===== config.mk =====
export PLATFORM = sky130hd
export DESIGN_NAME = mem_port_arbiter_flat
export DESIGN_NICKNAME = d
export VERILOG_FILES = /design/src/rtl/mem_port_arbiter_pkg.sv /design/src/rtl/mem_port_arbiter_if.sv /design/src/rtl/mem_port_arbiter_id_fifo.sv /design/src/rtl/mem_port_arbiter.sv /design/src/flat_wrapper.sv
export SDC_FILE = /design/constraint.sdc
export NUM_CORES = 1
export LEC_CHECK = 0
export ABC_AREA = 1
export CAP_MARGIN = 30
export CORE_AREA = 2 2 125 127
export CTS_BUF_LIST = sky130_fd_sc_hd__clkbuf_2
export DETAILED_ROUTE_END_ITERATION = 10
export DIE_AREA = 0 0 127 129
export HOLD_SLACK_MARGIN = 0.03
export SETUP_SLACK_MARGIN = 0.4
export SYNTH_ARGS = -nofsm -noshare
export SYNTH_HDL_FRONTEND = slang
export SYNTH_SLANG_ARGS = --single-unit

===== constraint.sdc =====
create_clock -name clk -period 2.8 [get_ports clk]
set_clock_uncertainty 0.15 [all_clocks]
set_input_delay 0.56 -clock clk [delete_from_list [all_inputs] [get_ports clk]]
set_output_delay 0.56 -clock clk [all_outputs]
set_load 0.01 [all_outputs]

===== src/rtl/mem_port_arbiter_pkg.sv =====
// Shared types and constants for the two-requester memory port arbiter.
// Source IDs, grant-state encodings, SRAM size codes and the request payload.
package mem_port_arbiter_pkg;

  localparam int unsigned ADDR_W = 32;
  localparam int unsigned DATA_W = 32;
  localparam int unsigned STRB_W = 4;
  localparam int unsigned SIZE_W = 2;

  localparam logic SRC_INST = 1'b0;
  localparam logic SRC_DATA = 1'b1;

  localparam logic [SIZE_W-1:0] SIZE_BYTE = 2'd0;
  localparam logic [SIZE_W-1:0] SIZE_HALF = 2'd1;
  localparam logic [SIZE_W-1:0] SIZE_WORD = 2'd2;

  typedef enum logic [1:0] {
    NONE   = 2'd0,
    LOCK_I = 2'd1,
    LOCK_D = 2'd2
  } grant_state_e;

  typedef struct packed {
    logic              wr;
    logic [SIZE_W-1:0] size;
    logic [STRB_W-1:0] wstrb;
    logic [ADDR_W-1:0] addr;
    logic [DATA_W-1:0] wdata;
  } mem_cmd_t;

  // Lock state that holds the given source through a stalled address phase.
  function automatic grant_state_e lock_state(input logic src);
    return (src == SRC_DATA) ? LOCK_D : LOCK_I;
  endfunction

endpackage


===== src/rtl/mem_port_arbiter_if.sv =====
// One req/addr_ok/data_ok split-handshake port. The master issues requests,
// the slave accepts addresses and returns responses.
interface mem_port_arbiter_if;
  import mem_port_arbiter_pkg::*;

  logic              req;
  logic              wr;
  logic [SIZE_W-1:0] size;
  logic [STRB_W-1:0] wstrb;
  logic [ADDR_W-1:0] addr;
  logic [DATA_W-1:0] wdata;
  logic              addr_ok;
  logic              data_ok;
  logic [DATA_W-1:0] rdata;

  modport master (output req, wr, size, wstrb, addr, wdata,
                  input  addr_ok, data_ok, rdata);
  modport slave  (input  req, wr, size, wstrb, addr, wdata,
                  output addr_ok, data_ok, rdata);
endinterface


===== src/rtl/mem_port_arbiter_id_fifo.sv =====
// In-order FIFO of 1-bit source IDs for accepted-but-unreturned transactions.
// Push on full and pop on empty are ignored.
module mem_port_arbiter_id_fifo #(
  parameter int unsigned DEPTH = 4,
  localparam int unsigned PTR_W = $clog2(DEPTH),
  localparam int unsigned CNT_W = PTR_W + 1
) (
  input  logic             clk,
  input  logic             rst,
  input  logic             push,
  input  logic             din,
  input  logic             pop,
  output logic             head,
  output logic [CNT_W-1:0] count,
  output logic             full,
  output logic             empty
);

  logic [DEPTH-1:0] mem_q;
  logic [PTR_W-1:0] wr_ptr_q;
  logic [PTR_W-1:0] rd_ptr_q;
  logic [CNT_W-1:0] count_q;
  logic             do_push;
  logic             do_pop;

  assign full    = (count_q == CNT_W'(DEPTH));
  assign empty   = (count_q == '0);
  assign do_push = push && !full;
  assign do_pop  = pop && !empty;
  assign head    = mem_q[rd_ptr_q];
  assign count   = count_q;

  always_ff @(posedge clk) begin
    if (rst) begin
      wr_ptr_q <= '0;
      rd_ptr_q <= '0;
      count_q  <= '0;
    end else begin
      if (do_push) wr_ptr_q <= wr_ptr_q + PTR_W'(1);
      if (do_pop)  rd_ptr_q <= rd_ptr_q + PTR_W'(1);
      count_q <= count_q + CNT_W'(do_push) - CNT_W'(do_pop);
    end
  end

  // Storage needs no reset; only slots below count are ever read as valid.
  always_ff @(posedge clk) begin
    if (do_push) mem_q[wr_ptr_q] <= din;
  end

endmodule


===== src/rtl/mem_port_arbiter.sv =====
// Shares one SRAM-like port between instruction fetch and data requesters:
// data-first priority with a starvation limit, in-order response routing.
module mem_port_arbiter
  import mem_port_arbiter_pkg::*;
#(
  parameter int unsigned OUTSTANDING = 4,
  parameter int unsigned STARVE_MAX  = 4
) (
  input  logic                clk,
  input  logic                rst,
  mem_port_arbiter_if.slave   inst,
  mem_port_arbiter_if.slave   data,
  mem_port_arbiter_if.master  mem,
  output logic                busy
);

  localparam int unsigned CNT_W = $clog2(OUTSTANDING) + 1;
  localparam int unsigned SC_W  = $clog2(STARVE_MAX + 1);

  grant_state_e     state_q;
  grant_state_e     state_d;
  logic             grant_vld;
  logic             grant_src;
  logic             accept;
  logic [SC_W-1:0]  starve_q;
  logic             starve_sat;
  logic             fifo_head;
  logic [CNT_W-1:0] fifo_count;
  logic             fifo_full;
  logic             fifo_empty;
  logic             rsp_pop;
  mem_cmd_t         inst_cmd;
  mem_cmd_t         data_cmd;
  mem_cmd_t         sel_cmd;

  assign starve_sat = (starve_q == SC_W'(STARVE_MAX));
  assign accept     = grant_vld && mem.addr_ok;

  always_ff @(posedge clk) begin
    if (rst) state_q <= NONE;
    else     state_q <= state_d;
  end

  // Grant selection; a stalled address phase locks the grant until accepted.
  always_comb begin
    grant_vld = 1'b0;
    grant_src = SRC_INST;
    state_d   = state_q;
    case (state_q)
      NONE: begin
        if (!fifo_full) begin
          if (data.req && !(inst.req && starve_sat)) begin
            grant_vld = 1'b1;
            grant_src = SRC_DATA;
          end else if (inst.req) begin
            grant_vld = 1'b1;
            grant_src = SRC_INST;
          end
        end
      end
      LOCK_I: begin
        grant_vld = 1'b1;
        grant_src = SRC_INST;
      end
      LOCK_D: begin
        grant_vld = 1'b1;
        grant_src = SRC_DATA;
      end
      default: ;
    endcase
    if (grant_vld && !mem.addr_ok) state_d = lock_state(grant_src);
    else                           state_d = NONE;
  end

  // Consecutive data accepts while fetch waits; cleared when fetch wins or idles.
  always_ff @(posedge clk) begin
    if (rst) begin
      starve_q <= '0;
    end else if (!inst.req) begin
      starve_q <= '0;
    end else if (accept && (grant_src == SRC_INST)) begin
      starve_q <= '0;
    end else if (accept && !starve_sat) begin
      starve_q <= starve_q + SC_W'(1);
    end
  end

  always_comb begin
    inst_cmd.wr    = inst.wr;
    inst_cmd.size  = inst.size;
    inst_cmd.wstrb = inst.wstrb;
    inst_cmd.addr  = inst.addr;
    inst_cmd.wdata = inst.wdata;
    data_cmd.wr    = data.wr;
    data_cmd.size  = data.size;
    data_cmd.wstrb = data.wstrb;
    data_cmd.addr  = data.addr;
    data_cmd.wdata = data.wdata;
    sel_cmd        = '0;
    if (grant_vld) sel_cmd = (grant_src == SRC_DATA) ? data_cmd : inst_cmd;
  end

  assign mem.req   = grant_vld;
  assign mem.wr    = sel_cmd.wr;
  assign mem.size  = sel_cmd.size;
  assign mem.wstrb = sel_cmd.wstrb;
  assign mem.addr  = sel_cmd.addr;
  assign mem.wdata = sel_cmd.wdata;

  assign inst.addr_ok = accept && (grant_src == SRC_INST);
  assign data.addr_ok = accept && (grant_src == SRC_DATA);

  mem_port_arbiter_id_fifo #(
    .DEPTH (OUTSTANDING)
  ) u_id_fifo (
    .clk   (clk),
    .rst   (rst),
    .push  (accept),
    .din   (grant_src),
    .pop   (rsp_pop),
    .head  (fifo_head),
    .count (fifo_count),
    .full  (fifo_full),
    .empty (fifo_empty)
  );

  // Responses with nothing outstanding are dropped.
  assign rsp_pop      = mem.data_ok && !fifo_empty;
  assign inst.data_ok = rsp_pop && (fifo_head == SRC_INST);
  assign data.data_ok = rsp_pop && (fifo_head == SRC_DATA);
  assign inst.rdata   = inst.data_ok ? mem.rdata : '0;
  assign data.rdata   = data.data_ok ? mem.rdata : '0;

  assign busy = (fifo_count != '0) || (state_q != NONE);

endmodule


===== src/flat_wrapper.sv =====
// flat-port wrapper written by rule: the top's interface ports become plain ports
module mem_port_arbiter_flat import mem_port_arbiter_pkg::*;
#(
  parameter int unsigned OUTSTANDING = 4,
  parameter int unsigned STARVE_MAX  = 4
)
  (clk, rst, busy, inst_req, inst_wr, inst_size, inst_wstrb, inst_addr, inst_wdata, inst_addr_ok, inst_data_ok, inst_rdata, data_req, data_wr, data_size, data_wstrb, data_addr, data_wdata, data_addr_ok, data_data_ok, data_rdata, mem_req, mem_wr, mem_size, mem_wstrb, mem_addr, mem_wdata, mem_addr_ok, mem_data_ok, mem_rdata);
  mem_port_arbiter_if inst_i ();
  mem_port_arbiter_if data_i ();
  mem_port_arbiter_if mem_i ();
  input  logic clk;
  input  logic rst;
  output logic busy;
  input wire logic [$bits(inst_i.req)-1:0] inst_req;
  input wire logic [$bits(inst_i.wr)-1:0] inst_wr;
  input wire logic [$bits(inst_i.size)-1:0] inst_size;
  input wire logic [$bits(inst_i.wstrb)-1:0] inst_wstrb;
  input wire logic [$bits(inst_i.addr)-1:0] inst_addr;
  input wire logic [$bits(inst_i.wdata)-1:0] inst_wdata;
  output wire logic [$bits(inst_i.addr_ok)-1:0] inst_addr_ok;
  output wire logic [$bits(inst_i.data_ok)-1:0] inst_data_ok;
  output wire logic [$bits(inst_i.rdata)-1:0] inst_rdata;
  input wire logic [$bits(data_i.req)-1:0] data_req;
  input wire logic [$bits(data_i.wr)-1:0] data_wr;
  input wire logic [$bits(data_i.size)-1:0] data_size;
  input wire logic [$bits(data_i.wstrb)-1:0] data_wstrb;
  input wire logic [$bits(data_i.addr)-1:0] data_addr;
  input wire logic [$bits(data_i.wdata)-1:0] data_wdata;
  output wire logic [$bits(data_i.addr_ok)-1:0] data_addr_ok;
  output wire logic [$bits(data_i.data_ok)-1:0] data_data_ok;
  output wire logic [$bits(data_i.rdata)-1:0] data_rdata;
  output wire logic [$bits(mem_i.req)-1:0] mem_req;
  output wire logic [$bits(mem_i.wr)-1:0] mem_wr;
  output wire logic [$bits(mem_i.size)-1:0] mem_size;
  output wire logic [$bits(mem_i.wstrb)-1:0] mem_wstrb;
  output wire logic [$bits(mem_i.addr)-1:0] mem_addr;
  output wire logic [$bits(mem_i.wdata)-1:0] mem_wdata;
  input wire logic [$bits(mem_i.addr_ok)-1:0] mem_addr_ok;
  input wire logic [$bits(mem_i.data_ok)-1:0] mem_data_ok;
  input wire logic [$bits(mem_i.rdata)-1:0] mem_rdata;
  assign inst_i.req = inst_req;
  assign inst_i.wr = inst_wr;
  assign inst_i.size = inst_size;
  assign inst_i.wstrb = inst_wstrb;
  assign inst_i.addr = inst_addr;
  assign inst_i.wdata = inst_wdata;
  assign inst_addr_ok = inst_i.addr_ok;
  assign inst_data_ok = inst_i.data_ok;
  assign inst_rdata = inst_i.rdata;
  assign data_i.req = data_req;
  assign data_i.wr = data_wr;
  assign data_i.size = data_size;
  assign data_i.wstrb = data_wstrb;
  assign data_i.addr = data_addr;
  assign data_i.wdata = data_wdata;
  assign data_addr_ok = data_i.addr_ok;
  assign data_data_ok = data_i.data_ok;
  assign data_rdata = data_i.rdata;
  assign mem_req = mem_i.req;
  assign mem_wr = mem_i.wr;
  assign mem_size = mem_i.size;
  assign mem_wstrb = mem_i.wstrb;
  assign mem_addr = mem_i.addr;
  assign mem_wdata = mem_i.wdata;
  assign mem_i.addr_ok = mem_addr_ok;
  assign mem_i.data_ok = mem_data_ok;
  assign mem_i.rdata = mem_rdata;
  mem_port_arbiter #(.OUTSTANDING(OUTSTANDING), .STARVE_MAX(STARVE_MAX)) u_core (.clk(clk), .rst(rst), .inst(inst_i), .data(data_i), .mem(mem_i), .busy(busy));
endmodule

# == Word level (Yosys, flattened, before mapping) ==
# Cells that the tools add are included.
# totals
output_inout_bits,141
elab_cells,65
regBits,16
input_bits,180
# classes
n_bitwise,4
n_addsub,5
n_mux,17
eq_ne,4
n_reduce_logical,26
n_lt_le_gt_ge,3
# ops
op,n
two-way mux 71 bit,2
two-way mux 32 bit,2
logical AND 1 bit,13
two-way mux 1 bit,7
equality test 3 bit (second input constant),2
< comparator 2 x 3 -> 1 bit (second input constant),2
logical NOT 1 bit,5
adder 2 x 1 -> 2 bit (second input constant),2
bitwise mux 4 bit,1
NOT 1 bit,4
case mux 1 bit (2 select lines),2
OR reduction 2 bit,2
adder 3 x 1 -> 3 bit,1
adder 3 x 1 -> 3 bit (second input constant),1
logical NOT 3 bit,1
nonzero test 3 bit,1
OR reduction 3 bit,1
subtractor 3 x 1 -> 3 bit,1
binary-select mux 1 bit (select 2 bit),1
demux 1 bit (select 2 bit),1
equality test 2 x 1 -> 1 bit (second input constant),1
equality test 2 bit (second input constant),1
greater-or-equal comparator 2 x 1 -> 1 bit (second input constant),1
logical NOT 2 bit,1
other kinds (3),3

# == Logic depth before layout (Yosys ltp) ==
# Gate-level depths: netlist of run 1.
# logic_depth
ltp_word,11
depth_mapped,13
mapped_depth_nobuf,13

# == By module ==
# A second synthesis of run 1 with hierarchy kept.
# unflattened
cells_unflattened,473
area_unflattened_um2,2706.3
# modules_own_cells
module,seq_area_each_um2,area_each_um2,cells_per_inst,instances
mem_port_arbiter,100.1,2108.3,397,1
mem_port_arbiter_id_fifo,260.2,598.1,76,1

# == Worst setup path after synthesis of run 1 ==
# Ideal clock, no wire load.
# synth_path
kind,input to register
startpoint,input port inst_req
endpoint,register u_core.u_id_fifo.count_q[2] (netlist: u_core.u_id_fifo.count[2])
path_buffers,0
path_stages,13
setup_time_ns,0.070
required_time_ns,2.580
path_slack_ns,0.404
arrival_ns,2.176
path_cell_list,inv_1 nand2_1 nand3_2 nand2_1 nand4_2 ha_1 inv_1 ha_1 inv_1 fa_1 inv_1 o21ai_0 a21oi_1
# synth_via
elab_chain_cells,10
elab_cells_between_ends,11
cone_classes,add/sub (2); mux (4); reduce/logical (5)
# synth_lines
item,line_no,rtl
start: declaration,flat_wrapper.sv:14,input wire logic [$bits(inst_i.req)-1:0] inst_req;
logical AND 1 bit,mem_port_arbiter.sv:52,if (data.req && !(inst.req && starve_sat)) begin
logical NOT 1 bit,mem_port_arbiter.sv:52,
logical AND 1 bit,mem_port_arbiter.sv:52,
two-way mux 1 bit (*),mem_port_arbiter.sv:52,
two-way mux 1 bit (*),mem_port_arbiter.sv:51,if (!fifo_full) begin
case mux 1 bit (2 select lines) (*),mem_port_arbiter.sv:49,case (state_q)
logical AND 1 bit (*),mem_port_arbiter.sv:37,assign accept = grant_vld && mem.addr_ok;
logical AND 1 bit (*),mem_port_arbiter_id_fifo.sv:28,assign do_push = push && !full;
adder 3 x 1 -> 3 bit (*),mem_port_arbiter_id_fifo.sv:41,count_q <= count_q + CNT_W'(do_push) - CNT_W'(do_pop);
subtractor 3 x 1 -> 3 bit (*),mem_port_arbiter_id_fifo.sv:41,
end signal: assignment,mem_port_arbiter_id_fifo.sv:41,
end: declaration,mem_port_arbiter_id_fifo.sv:22,logic [CNT_W-1:0] count_q;
# Every way passes the cells marked *; elsewhere a longest branch is shown, timed or not.
# A chain may end at the register's enable or synchronous reset.

# == Worst setup path in the final report of run 1 ==
# layout_path
startpoint,input port inst_req
endpoint,output port mem_addr[28]
# layout_via
elab_chain_cells,8
elab_cells_between_ends,12
cone_classes,mux (9); reduce/logical (3)
# layout_lines
item,line_no,rtl
logical AND 1 bit,mem_port_arbiter.sv:52,
logical NOT 1 bit,mem_port_arbiter.sv:52,
logical AND 1 bit,mem_port_arbiter.sv:52,
two-way mux 1 bit,mem_port_arbiter.sv:52,
two-way mux 1 bit,mem_port_arbiter.sv:51,
case mux 1 bit (2 select lines),mem_port_arbiter.sv:49,
two-way mux 71 bit,mem_port_arbiter.sv:100,if (grant_vld) sel_cmd = (grant_src == SRC_DATA) ? data_cmd : inst_cmd;
two-way mux 71 bit (*),mem_port_arbiter.sv:100,
end: declaration,flat_wrapper.sv:36,output wire logic [$bits(mem_i.addr)-1:0] mem_addr;
# Marked as above.

==> results of run 1 <==
==> per-stage QoR <==
stage	power, mW	utilization [%]	std cells	hold slack (ps)
after floorplan	2.240	-	456	299.0
after global placement	4.541	39.82	966	318.0
after detailed placement	4.543	39.82	966	326.0
after CTS	6.441	46.88	1044	355.0
after global routing	8.005	53.84	1083	377.0
final	7.551	53.84	1083	348.1
==> critical path: cells and delay by family <==
kind	cells	cell delay, ps
AOI/OAI and AO/OA	2	250
buffers and inverters	9	1070
and+or+nand+nor	3	250
==> sequential cells by signal (all words and copies together) (netlist names) <==
register / cells
u_core.starve_q: 3
u_core.u_id_fifo.count: 3
u_core.u_id_fifo.mem_q: 4
u_core.u_id_fifo.wr_ptr_q: 2
u_core.state_q: 2
u_core.u_id_fifo.rd_ptr_q: 2
==> worst paths after layout <==
path	start	endpoint	slack, ps
setup / recovery	inst_req	mem_addr[28]	-50
hold / removal	u_core.u_id_fifo.rd_ptr_q[1]$_SDFFE_PP0P_	u_core.u_id_fifo.rd_ptr_q[1]$_SDFFE_PP0P_	350
setup reg to reg	u_core.state_q[1]$_SDFF_PP0_	u_core.u_id_fifo.count[2]$_SDFF_PP0_	440
hold reg to reg	u_core.u_id_fifo.rd_ptr_q[1]$_SDFFE_PP0P_	u_core.u_id_fifo.rd_ptr_q[1]$_SDFFE_PP0P_	350
==> cell type report <==
cell class,count,area (sq um)
Fill cell,1356,6913
Inverter,58,227.7
Timing Repair Buffer,464,4837
Antenna cell,1,2.502
Sequential cell,16,374.1
Clock inverter,1,3.754
Tap cell,188,235.2
Clock buffer,3,15.01
Multi-Input combinational cell,352,2369
==> logic make-up after synthesis <==
family	Yosys count	share of synthesized area, %
buf+inv	88	17.86
xor+xnor	2	0.7270
compound gates	86	19.21
simple gates	252	40.71
fa+ha+maj	12	6.542
flops	16	14.95
==> placed cells by master (no fill, tap or decap), types with 2 or more instances in the layout <==
master / count
ha_2: 2
o21ai_2: 66
buf_8: 8
clkbuf_2: 4
clkdlybuf4s50_1: 176
o21ai_0: 4
nor2_4: 47
inv_2: 7
nand4_1: 4
nand3_1: 2
clkbuf_16: 2
nand2_1: 12
inv_1: 48
nor2_1: 153
buf_16: 23
dfxtp_1: 3
buf_4: 36
o21ai_4: 2
ha_4: 2
edfxtp_1: 4
ha_1: 7
a21oi_1: 6
buf_2: 100
dfxtp_2: 8
o21ai_1: 5
dlygate4sd2_1: 3
buf_6: 95
nor2_2: 26
buf_12: 20
nand2_2: 4
inv_4: 2
==> per-layer routing <==
layer / up-vias / routed length (microns) / part of all wire [%]
met5: - / 27 / 0.15
met4: 4 / 305 / 1.7
met3: 22 / 1382 / 7.7
met2: 206 / 9385 / 53
met1: 2104 / 6734 / 38
li1: 2290 / - / -
==> timing repair <==
item	CTS	global route
endpoints found under the hold margin	0	0
cloned	23	2
setup endpoints to repair	143	141
pin swaps	36	61
setup buffers	51	36
resized for setup	733	263
==> where the power goes <==
group	internal (mW)	leakage, nW	switching (mW)
combinational	3.91	3.62	3.18
sequential	0.305	0.139	0.0461
clock	0.0310	0.0140	0.0754
total	4.25	3.77	3.30
==> metrics.md, run 1 <==
| Metric | Value |
|---|---|
| Vias in the first global route | 4579 |
| GR Util All Layers | 19.78% |
| Sequential fraction of the synthesis area | 14.95% |
| Most crowded layer after global routing | met2 |
| H-tree Lvls | 1 |
| Std-Cell Rows | 45 |
| Skew-Pair Late Insertion Delay | 290 ps |
| Via Count | 4626 |
| Worst VDD drop | 0.5689 mV |
| Tcrit/Tclk final | 101.8% |
| Inserted Clock Buffers | 3 |
| Worst R2R Path Depth | 14 |
| DRC | 0 |
| Total die area | 16380 sq um |
| Crit path required time | 2090 ps |
| Clock tree buffer depth | 2 |
| Iter 0 DRT Violations | 237 |
| Fin. Hold Viols | 0 |
| Type of element capturing the critical path | output port |
| Worst-Margin Slew | 366.8 ps |
| EDFF count, synth | 4 |
| Minimum clock period | 2850 ps |
| Post-place setup slack | -574.9 ps |
| Critical Path, Cell by Cell | dlygate4sd2_1, inv_2, nand2_2, nand3_4, a21oi_4, buf_6, buf_6, buf_8, buf_12, buf_12, buf_16, o21ai_2, nor2_1, buf_2 |
| Tightest Hold Check Type | register to register |
| Relative slew margins | 75.29% |
| Number of max-cap violations | 0 |
| TNS Setup | -115.7 ps |
| Root Driver | clkbuf_2 |
| Count leader, synth | nor2_1 |
| Post-synth top area share | 35.05% |
| Syn Nets | 648 |
| Total gr overflow | 0 |
| Core area | 14980 sq um |
| Placed inst area | 5963 sq um |
| Total wire length | 17840 microns |
| Failing checks | negative setup slack |
| Area delta synth->final | 234.6% |
| Ports | 321 |
| Antenna violations before repair | 3 |
| Vias per inst | 4.271 |
| Drt first pass iters | 4 |
| Chip height | 129 microns |
| Hold-fix buffers, CTS | 0 |
| Crit Path Category | input port to output port |
| DR WL/cell | 16.47 microns |
| Post-route cell area | 8064 sq um |
| Max Transition Viols Final | 0 |
| Largest net degree at the start of global routing | 25 |
| Syn avg cell area | 5.285 sq um |
| Maximum fanout along the worst path | 5 |
| Final setup vio count | 6 |
| Fraction of layout cells with a size suffix above 1 | 51.79% |
| CTS clk-pin slew, worst paths | 170 ps |
| Detailed placement HPWL | 11330 microns |
| Worst hold path stage count | 2 |
| Commonest cells in the netlist | nor2_1, inv_1, o21ai_0, o21ai_1, nand2_1 |
| Most used flip-flop cell after synthesis | dfxtp_1 |
| Mapped Area | 2410 sq um |
| Area leader, netlist | nor2_1 |
| Grt met3 use | 5.946% |
| Cells after Synth | 456 |
| Synth warn | 0 |
| Area contributors post-synth | nor2_1, o21ai_0, dfxtp_1 |
| Gpl congestion | 0.8222 |
| M1 GR Usage | 21.94% |
| Final worst slack | -49.61 ps |
| Crit path launch type | input port |
| Yosys cell types | 27 |
| CP max stage cell | dlygate4sd2_1 |
| Leak Pwr | 3.772 nW |
| Worst stage delay on the critical path | 200 ps |
| TritonCTS clock tree | done |
| Layout Nets | 1087 |
| Port Buffers | 320 |
| Starting density of the core | 16.09% |
| Max frequency | 0.3509 GHz |
| Chip width | 127 microns |
| RSZ-0062 raised after global routing | yes |
| Detail Route Antenna Nets | 0 |
| Share of synthesized registers carrying an async set or reset | 0% |
| PwrDens | 936.4 nW/um^2 |
| Status | finished, violations left |
| Clock sink total | 16 |
| Met2 Track Usage GR | 36.65% |
| Worst endpoint data arrival time | 2140 ps |
| Flops & latches, synth | 16 |
| First-pass GRT wire length | 25130 microns |
(Power assumes the default switching activity.)
==> inputs of run 2 (changes only) <==
CAP_MARGIN = unset   (was 30)
MAX_ROUTING_LAYER = met4   (was unset)
==> run 2 against run 1 <==
  * The run still ends with negative setup slack left
  * Count of clock-buffer cells in the layout unchanged
  * Clock power about the same
  * Register-to-register slack got worse by 20 ps
  * Flip-flop and latch count unchanged
  * Critical path depth unchanged
  * Largest cell class unchanged
  * Largest power group unchanged
==> metrics.md, run 2 (same netlist as run 1, synthesis figures left out) <==
| Metric | Value |
|---|---|
| Commonest cells after routing, fill and taps aside | clkdlybuf4s50_1, nor2_1, buf_2 |
| Iter 0 DRT Violations | 275 |
| Detailed placement HPWL | 11330 microns |
| Final setup vio count | 5 |
| Drt first pass iters | 4 |
| TritonCTS clock tree | done |
| Gpl congestion | 0.8345 |
| Root Driver | clkbuf_2 |
| Largest net degree at the start of global routing | 25 |
| H-tree Lvls | 1 |
| RSZ-0062 raised after global routing | yes |
| CTS clk-pin slew, worst paths | 160 ps |
| Status | finished, violations left |
| DRC | 0 |
| Via Count | 4647 |
| Worst-Margin Slew | 382.3 ps |
| CP max stage cell | dlygate4sd2_1 |
| Tightest Hold Check Type | register to register |
| Worst VDD drop | 0.5695 mV |
| First-pass GRT wire length | 25110 microns |
| Placed cells | 966 |
| Starting density of the core | 16.09% |
| Fraction of layout cells with a size suffix above 1 | 52.01% |
| Ports | 321 |
| Worst r2r dst | u_core.u_id_fifo.count[2]$_SDFF_PP0_ |
| Antenna violations before repair | 3 |
| Post-route insts no fill | 1085 |
| Minimum clock period | 2852 ps |
| Worst endpoint data arrival time | 2140 ps |
| TNS Setup | -102.8 ps |
| Detail Route Antenna Nets | 0 |
| Worst stage delay on the critical path | 200 ps |
| CP top delay family | buffers and inverters |
| Crit path required time | 2090 ps |
| Area delta synth->final | 234.0% |
| Max Transition Viols Final | 0 |
| Clock tree buffer depth | 2 |
| Core area | 14980 sq um |
| Total gr overflow | 0 |
| Total wire length | 17830 microns |
| Crit Path Category | input port to output port |
| Clock sink total | 16 |
| Post-place setup slack | -574.9 ps |
| Inserted Clock Buffers | 3 |
| Layout Nets | 1087 |
| Largest reg by FF count | u_core.u_id_fifo.mem_q |
| GR Util All Layers | 20.40% |
| Worst r2r src | u_core.state_q[0]$_SDFF_PP0_ |
| Maximum fanout along the worst path | 5 |
| Fin. Hold Viols | 0 |
| Commonest non-fill, non-tap cell in the layout | clkdlybuf4s50_1 |
| DR WL/cell | 16.43 microns |
| Hold-fix buffers, CTS | 0 |
| Critical Path, Cell by Cell | dlygate4sd2_1, inv_2, nand2_2, nand3_4, a21oi_4, buf_6, buf_6, buf_8, buf_12, buf_12, buf_16, o21ai_2, nor2_1, buf_2 |
| Chip width | 127 microns |
| Max FFs per register | 4 |
| Max frequency | 0.3506 GHz |
| Relative slew margins | 74.24% |
| R2R setup slack | 420 ps |
| Total die area | 16380 sq um |
| Skew-Pair Late Insertion Delay | 290 ps |
| Hold_sp | u_core.u_id_fifo.rd_ptr_q[1]$_SDFFE_PP0P_ |
| Tcrit/Tclk final | 101.9% |
| Vias in the first global route | 4577 |
| Buf/Inv on CP | 9 |
| Worst hold path stage count | 2 |
| PwrDens | 938.3 nW/um^2 |
| Worst R2R Path Depth | 14 |
| Vias per inst | 4.283 |
| WHS Endpoint | u_core.u_id_fifo.rd_ptr_q[1]$_SDFFE_PP0P_ |
| Pwr Total | 7.553 mW |
| Final worst slack | -52.27 ps |
| Hold Worst Slack | 346.6 ps |
| Crit path launch type | input port |
| Leak Pwr | 3.767 nW |
| Number of max-cap violations | 0 |
| Std-Cell Rows | 45 |
| Type of element capturing the critical path | output port |
| Port Buffers | 320 |
| Chip height | 129 microns |
| Failing checks | negative setup slack |
## run 2: changes by cell type in the layout (fill, tap and decap cells not counted), sizes merged
cell,before,now
clkinv,2,3
diode,1,3
buf,282,283
inv,57,56
clkbuf,6,5
## run 2: how the worst max path moves through the flow
stage | startpoint | to | slack [ps] | cells after the start
2_1_floorplan | inst_req | u_core.u_id_fifo.count[2]$_SDFF_PP0_ | 400 | 13
3_3_place_gp | data_req | mem_wdata[0] | -600 | 9
3_5_place_dp | data_req | mem_wdata[0] | -570 | 9
4_1_cts | u_core.state_q[1]$_SDFF_PP0_ | mem_addr[13] | 7 | 13
5_1_grt | u_core.state_q[1]$_SDFF_PP0_ | mem_addr[28] | -150 | 13
6_report | inst_req | mem_addr[28] | -50 | 14
## run 2: area by class of cell
cell class | instances | area [sq um]
Antenna cell | 3 | 7.507
Clock buffer | 3 | 15.01
Clock inverter | 1 | 3.754
Fill cell | 1359 | 6928
Inverter | 58 | 232.7
Multi-Input combinational cell | 352 | 2356
Sequential cell | 16 | 374.1
Tap cell | 188 | 235.2
Timing Repair Buffer | 464 | 4825
## run 2: power by group
group,internal (mW),leakage (nW),switching (mW)
logic,3.91,3.61,3.19
registers,0.305,0.139,0.0463
clock network,0.0311,0.0140,0.0738
total,4.25,3.77,3.31
## run 2: through the flow
| step | instance area, sq um | util [%] |
|---|---|---|
| 6_report | 8049 | 53.74 |
| 5_1_grt | 8049 | 53.74 |
| 4_1_cts | 7020 | 46.88 |
| 3_5_place_dp | 5963 | 39.82 |
| 3_3_place_gp | 5963 | 39.82 |
| 2_1_floorplan | 2410 | - |
## run 2: repair_timing
action / in CTS / in global routing
gates resized for setup: 733 / 263
pin swaps: 36 / 60
endpoints found under the setup margin: 143 / 141
setup buffers: 51 / 36
gates cloned: 23 / 2
## run 2: worst reg2reg max path, delay by kind of cell, from the launching register on
| kind | cells | cell delay, ps |
|---|---|---|
| AOI/OAI and AO/OA | 2 | 190 |
| adders and majority gates | 4 | 1040 |
| buffers and inverters | 6 | 390 |
| DFF | 1 | 370 |
| and+or+nand+nor | 2 | 190 |
## run 2: layer usage
layer | up-vias | GRT usage (%) | share of wire (%)
met5 | - | - | 0
met4 | 0 | 5.753 | 1.7
met3 | 18 | 4.906 | 7.1
met2 | 215 | 36.53 | 52
met1 | 2114 | 22.64 | 39
li1 | 2300 | - | -
==> inputs of run 3 (changes only) <==
CTS_CLUSTER_SIZE = 25   (was unset)
==> results of run 3 <==
Same layout as run 2: the final DEF is identical, and so are final timing and power.
